## src/rtl/wb_trace_capture.sv

```systemverilog
`default_nettype none
// ============================================================================
// Module  : wb_trace_capture
// Brief   : Arms on a pulse, records qualified register writebacks into a
//           first-word-fall-through FIFO until stop_pc retires, then drains.
// Revision: 1.0 - initial release
// ============================================================================
module wb_trace_capture #(
    parameter int DEPTH = 8,
    parameter int CNT_W = 4
) (
    input  logic             clk,
    input  logic             rst,
    input  logic             arm,
    input  logic [31:0]      stop_pc,
    input  logic [31:0]      prog_count,
    input  logic [4:0]       write_reg_addr,
    input  logic [31:0]      write_reg_data,
    input  logic             out_ready,
    output logic             out_valid,
    output logic [31:0]      out_pc,
    output logic [4:0]       out_reg_addr,
    output logic [31:0]      out_reg_data,
    output logic [CNT_W-1:0] count,
    output logic             overflow,
    output logic             done
);

    localparam int               c_AW         = (DEPTH > 1) ? $clog2(DEPTH) : 1;
    localparam logic [CNT_W-1:0] c_FULL       = CNT_W'(DEPTH);
    localparam logic [1:0]       c_ST_IDLE    = 2'd0;
    localparam logic [1:0]       c_ST_CAPTURE = 2'd1;
    localparam logic [1:0]       c_ST_DRAIN   = 2'd2;
    localparam logic [1:0]       c_ST_DONE    = 2'd3;

    logic [1:0]       r_state;
    logic [c_AW-1:0]  r_wptr;
    logic [c_AW-1:0]  r_rptr;
    logic [CNT_W-1:0] r_count;
    logic             r_overflow;
    logic             r_done;
    logic [31:0]      r_last_pc;
    logic             r_last_vld;
    logic [68:0]      r_mem [DEPTH];

    logic             w_nonempty;
    logic             w_pop;
    logic             w_qual;
    logic             w_full;
    logic             w_push;
    logic             w_drop;
    logic [68:0]      w_head;

    assign w_nonempty = (r_count != '0);
    assign w_pop      = w_nonempty & out_ready;
    assign w_full     = (r_count == c_FULL);
    // A repeated PC is the same instruction stalled in writeback, not a new one.
    assign w_qual     = (r_state == c_ST_CAPTURE) && (write_reg_addr != 5'd0) &&
                        (!r_last_vld || (prog_count != r_last_pc));
    assign w_push     = w_qual && (!w_full || w_pop);
    assign w_drop     = w_qual && w_full && !w_pop;
    assign w_head     = r_mem[r_rptr];

    assign out_valid    = w_nonempty;
    assign out_pc       = w_nonempty ? w_head[68:37] : 32'd0;
    assign out_reg_addr = w_nonempty ? w_head[36:32] : 5'd0;
    assign out_reg_data = w_nonempty ? w_head[31:0]  : 32'd0;
    assign count        = r_count;
    assign overflow     = r_overflow;
    assign done         = r_done;

    always_ff @(posedge clk) begin
        if (w_push) begin
            r_mem[r_wptr] <= {prog_count, write_reg_addr, write_reg_data};
        end
    end

    always_ff @(posedge clk or negedge rst) begin
        if (!rst) begin
            r_state    <= c_ST_IDLE;
            r_wptr     <= '0;
            r_rptr     <= '0;
            r_count    <= '0;
            r_overflow <= 1'b0;
            r_done     <= 1'b0;
            r_last_pc  <= '0;
            r_last_vld <= 1'b0;
        end else begin
            if (w_push) begin
                r_wptr <= r_wptr + c_AW'(1);
            end
            if (w_pop) begin
                r_rptr <= r_rptr + c_AW'(1);
            end
            case ({w_push, w_pop})
                2'b10:   r_count <= r_count + CNT_W'(1);
                2'b01:   r_count <= r_count - CNT_W'(1);
                default: r_count <= r_count;
            endcase
            if (w_drop) begin
                r_overflow <= 1'b1;
            end

            case (r_state)
                c_ST_IDLE, c_ST_DONE: begin
                    if (arm) begin
                        r_state    <= c_ST_CAPTURE;
                        r_overflow <= 1'b0;
                        r_last_vld <= 1'b0;
                        r_done     <= 1'b0;
                    end
                end
                c_ST_CAPTURE: begin
                    r_last_pc  <= prog_count;
                    r_last_vld <= 1'b1;
                    if (prog_count == stop_pc) begin
                        r_state <= c_ST_DRAIN;
                    end
                end
                c_ST_DRAIN: begin
                    // No pushes here, so count only falls; leave once it hits zero.
                    if (!w_nonempty || ((r_count == CNT_W'(1)) && w_pop)) begin
                        r_state <= c_ST_DONE;
                        r_done  <= 1'b1;
                    end
                end
                default: begin
                    r_state <= c_ST_IDLE;
                end
            endcase
        end
    end

endmodule
`default_nettype wire

```

## config.mk

```make
export PLATFORM = sky130hd
export DESIGN_NAME = wb_trace_capture
export DESIGN_NICKNAME = d
export VERILOG_FILES = /design/src/rtl/wb_trace_capture.sv
export SDC_FILE = /design/constraint.sdc
export NUM_CORES = 1
export LEC_CHECK = 0
export BUFFER_PORTS_ARGS = -buffer_cell sky130_fd_sc_hd__buf_2
export CAP_MARGIN = 20
export CORE_MARGIN = 3
export CORE_UTILIZATION = 45
export DETAILED_ROUTE_END_ITERATION = 10
export SLEW_MARGIN = 10
export SYNTH_ARGS = -nofsm -noshare
export SYNTH_HDL_FRONTEND = slang
export SYNTH_SLANG_ARGS = --single-unit
```

## constraint.sdc

```tcl
create_clock -name clk -period 19.6 [get_ports clk]
set_input_delay 0.98 -clock clk [delete_from_list [all_inputs] [get_ports clk]]
set_output_delay 0.98 -clock clk [all_outputs]
set_load 0.005 [all_outputs]
```

-- Yosys cells after proc, flatten, opt, wreduce, memory -nomap -nowiden
Memory sizes are Yosys's and may differ from the RTL's.
Index checks and enable logic that the tools add are counted.
- bits in writable memories: 552
- register bits after elaboration: 47
- memory bits (read-only): 0
- word-level logic and storage cells: 66
- latch bits: 0
- input port bits: 105
- output and inout bits: 76
- memories kept: 1
- order comparisons: 0
- bitwise operators: 1
- divide/modulo/power cells: 0
- equality and inequality tests: 12
- multiply operators: 0
- muxes and demuxes: 17
- reduce and logical (&&, ||, !) cells: 23
- $add $sub $neg: 4
- shifts and indexed selects: 0
- memory list (memory ; depth ; width ; read ports ; clocked after Yosys merged registers in ; wr ports ; RTL line ; source):
    r_mem ; 8 ; 69 ; 1 ; 0 ; 1 ; 44 ; logic [68:0] r_mem [DEPTH];
- operator list (operator ; count):
    32-bit two-way mux ; 2
    32-bit == test ; 1
    32-bit inequality test ; 1
    4-bit case mux with 2 select lines ; 1
    1-bit two-way mux ; 7
    3-bit by 1-bit adder with 3-bit output (second input constant) ; 2
    2-bit == test (second input constant) ; 3
    1-bit logical AND ; 6
    2-bit two-way mux ; 3
    2-bit case mux with 3 select lines ; 1
    3-bit AND reduction ; 2
    2-bit nonzero test ; 3
    5-bit two-way mux ; 1
    5-bit nonzero test ; 1
    4-bit by 1-bit adder with 4-bit output (second input constant) ; 1
    2-bit by 1-bit == test with 1-bit output (second input constant) ; 2
    4-bit by 1-bit == test with 1-bit output (second input constant) ; 1
    4-bit == test (second input constant) ; 1
    1-bit zero test ; 4
    2-bit inequality test (second input constant) ; 2
    1-bit case mux with 2 select lines ; 2
    4-bit nonzero test ; 1
    4-bit by 1-bit subtractor with 4-bit output (second input constant) ; 1
    1-bit logical OR ; 3
    5 further kinds ; 5

-- Logic depth before layout (Yosys ltp)
- depth after elaboration: 8
- gate-level depth with buffers: 11
- gate-level depth less buffers: 9

-- Worst setup path after synthesis
OpenSTA, ideal clock, no wires.
- path type: input-to-reg
- start point: input port out_ready
- end point: memory r_mem[0][0], enable pin
- setup time: 0.690 ns
- cell stages on the path: 4
- buffers on the path: 0
- arrival: 8.499 ns
- data required time: 18.910 ns
- slack: 10.410 ns
- cells stage by stage: and4bb_2 inv_1 nand2b_1 nor4b_1
- cells in the longest elaborated chain, start to end: 5
- ends and longest elaborated chain (element ; RTL line ; source):
    start: declaration ; 19 ; input logic out_ready,
    1-bit bitwise AND ; 55 ; assign w_pop = w_nonempty & out_ready;
    1-bit logical OR ; 60 ; assign w_push = w_qual && (!w_full || w_pop);
    1-bit logical AND ; 60 ;
    1-bit two-way mux ; 73 ; if (w_push) begin
    1-bit two-way mux (implied by the code) ; 74 ; r_mem[r_wptr] <= {prog_count, write_reg_addr, write_reg_data};
    end: declaration ; 44 ;
Every way passes these cells.

-- Final worst setup path
- start point: register r_rptr[0]
- end point: output port out_pc[20]
- cells in the longest elaborated chain, start to end: 2
- ends and longest elaborated chain (element ; RTL line ; source):
    start: declaration ; 38 ; logic [c_AW-1:0] r_rptr;
    start signal: assignment ; 93 ; r_rptr <= r_rptr + c_AW'(1);
    memory read 8 x 69 bit ; - ;
    32-bit two-way mux ; 65 ; assign out_pc = w_nonempty ? w_head[68:37] : 32'd0;
    end: declaration ; 21 ; output logic [31:0] out_pc,
Every way passes these cells.

==> impl_metrics.json <==
{
  "r2r-end": "r_mem[4][17]",
  "wl_per_cell_um": 24.2,
  "p_leak_nw": 9.45,
  "grt_max_degree": 103,
  "cp_num_cells": 5,
  "design.core.area_sq_um": 51700,
  "fin_crit_ns": 4.44,
  "dieArea_sq_um": 55400,
  "ctsResizeCount": 0,
  "hold_buffers": 0,
  "cp_top_family": "flip-flops",
  "status": "finished, final reports clean",
  "switching_share": 0.300,
  "groute.usage.overall": 0.182,
  "seq_area_frac_synth": 0.750,
  "drt_iter0_markers": 719,
  "cts_buffers": 59,
  "worst_pin_slew_ns": 1.04,
  "pwr-share-clk": 0.258,
  "synth_edf_count": 552,
  "grt_setup_unrepaired": "false",
  "vias_per_cell": 5.49,
  "hold-worst-slack_ns": 0.481,
  "power_density_nw_per_um2": 157,
  "hold_viol": 0,
  "synth_ff_type": "edfxtp_1",
  "clk_pin_slew_worst_paths_ns": 0.06,
  "async_flop_share": 0.0785,
  "dr.pass1.iters": 5,
  "worstPathRequired_ns": 18.62,
  "cp_slowest_cell": "dfrtp_4",
  "critPathBufInv": 2,
  "p_sw_w": 0.00129,
  "post-route-cell-area_sq_um": 27300,
  "die_h_um": 235,
  "dp_cells": 1950,
  "detail-route-antenna-nets": 0,
  "ctsRootBufferMaster": "clkbuf_16",
  "hpwl_um": 27700,
  "dpl_cell_area_sq_um": 25400,
  "worstPathArrival_ns": 3.46,
  "clk_latency_ns": 0.61,
  "grt_pass1_wl_um": 75900,
  "grt_overflow_total": 0,
  "reg2reg_depth": 8,
  "die_x_um": 235,
  "netlist_area_sq_um": 23700,
  "synth_cells": 1125,
  "finClkSkew_ns": 0.0262,
  "critPathKind": "flip-flop to output port",
  "start_util": 0.458,
  "fmax_ghz": 0.225,
  "routed_wl_um": 49900,
  "vias": 11300,
  "slew_violations": 0,
  "critical_path.endpoint": "out_pc[20]",
  "end_kind": "output port",
  "combPwrFrac": 0.302,
  "setup_viol": 0,
  "nets": 1444,
  "antenna_found_initial": 2,
  "vdd_ir_drop_max_v": 0.0000999,
  "cp-start-kind": "flip-flop",
  "gp_congestion": 0.752,
  "r2r_slack_ns": 15.22,
  "place.port_buffers": 180,
  "area_growth_pct": 15.5,
  "ios": 181,
  "drive_gt1_frac": 0.338,
  "reg2reg_from": "r_state[1]",
  "yosys_register_bits": 599,
  "htreeDepth": 2,
  "synth_nets": 1238,
  "drc": 0,
  "seqPwrFrac": 0.441,
  "ys_warn_count": 0,
  "critPathMaxStageDelay_ns": 1.00,
  "holdCritPathClass": "input pin to async pin",
  "fin_cells": 2059,
  "row_count": 83,
  "max-cap-violations": 0,
  "fin_tns_setup_ns": 0,
  "numClockSinks": 599,
  "final_common_cell": "edfxtp_1",
  "synth_cell_types": 38,
  "postCtsSetupBuffers": 0,
  "slew_headroom": 0.306,
  "clockBufferDepth": 3,
  "intPower_w": 0.00300,
  "crit_fanout": 102,
  "tritoncts": "done",
  "fillers": 4115,
  "startpoint": "r_rptr[0]",
  "syn_area_per_cell_sq_um": 21.0,
  "finalCritPeriodShare": 0.226,
  "path_cells": "buf_12 > mux4_2 > mux2i_1 > nor2_1 > buf_2",
  "grt_pass1_vias": 12100,
  "final_cell_mix": "552 x edfxtp_1, 180 x buf_2, 138 x mux4_2"
}
[routing by layer]
metal	track usage	part of all wire	vias up
met3	0.0302	0.049	74
met1	0.258	0.45	5952
met4	0.0513	0.019	4
met2	0.296	0.48	304
met5	0	0.00054	-
li1	-	-	4967
[worst min-delay path by stage]
stage | endpoint | slack, ns | cells past startpoint
final | count[2] | 0.48 | 2
after global routing | count[2] | 0.52 | 2
after CTS | r_last_pc[7] | 0.46 | 2
after detailed placement | overflow | 0.50 | 1
after global placement | overflow | 0.50 | 1
after floorplan | r_last_vld | 0.49 | 2
[power by group through the flow]
stage,Sequential [W],Combinational [W],Clock (W)
global placement,0.00191,0.00134,0
global route,0.00192,0.00142,0.00118
CTS,0.00190,0.00134,0.00113
floorplan,0.00188,0.000874,0
detailed placement,0.00192,0.00134,0
finish,0.00189,0.00129,0.00110
[registers in the layout (all words and copies together) (netlist names)]
| signal | flops |
|---|---|
| r_last_pc | 32 |
| overflow | 1 |
| r_mem | 552 |
| r_state | 2 |
| r_wptr | 3 |
| r_rptr | 3 |
| count | 4 |
| r_last_vld | 1 |
| done | 1 |
[kinds of logic after synthesis]
group           after synthesis  share of synthesized area
fa+ha+maj                     8                    0.00423
xor+xnor                     71                     0.0263
flops                       599                      0.750
compound gates               13                    0.00397
simple gates                127                     0.0261
buf+inv                      61                     0.0106
mux                         246                      0.179
[final cells by class]
class,count,area (sq um),share of cell area
Inverter,7,26.3,0.000961
Multi-Input combinational cell,465,5730,0.210
Clock inverter,27,284,0.0104
Timing Repair Buffer,199,1060,0.0386
Antenna cell,2,5.00,0.000183
Clock buffer,80,1620,0.0591
Sequential cell,599,17800,0.650
Tap cell,680,851,0.0311
[per-stage QoR]
step / setup slack (ns) / total power (W) / utilization
2_1_floorplan: 10.41 / 0.00275 / -
3_3_place_gp: 15.06 / 0.00324 / 0.492
3_5_place_dp: 14.96 / 0.00326 / 0.492
4_1_cts: 14.99 / 0.00437 / 0.528
5_1_grt: 14.80 / 0.00453 / 0.528
6_report: 15.16 / 0.00429 / 0.528
[Yosys cell counts, types with 2 or more instances]
cell / n / share of area
mux2i_1: 74 / 0.031
buf_1: 16 / 0.0025
edfxtp_1: 552 / 0.70
a21oi_1: 5 / 0.0011
and2_1: 3 / 0.00079
xnor2_1: 25 / 0.0093
clkbuf_1: 26 / 0.0041
o21ai_0: 2 / 0.00042
xor2_1: 46 / 0.017
nor4bb_1: 2 / 0.00085
nor4b_1: 2 / 0.00074
inv_1: 7 / 0.0011
nor3_1: 3 / 0.00063
nand2_1: 11 / 0.0017
mux4_2: 138 / 0.13
ha_1: 8 / 0.0042
nor4_1: 11 / 0.0029
nand2b_1: 2 / 0.00053
mux2_2: 34 / 0.016
nor2_1: 77 / 0.012
buf_2: 11 / 0.0023
and4b_1: 2 / 0.00085
dfrtp_1: 47 / 0.050
nand4_1: 7 / 0.0019
No activity file was read; power rests on OpenSTA's default activity.
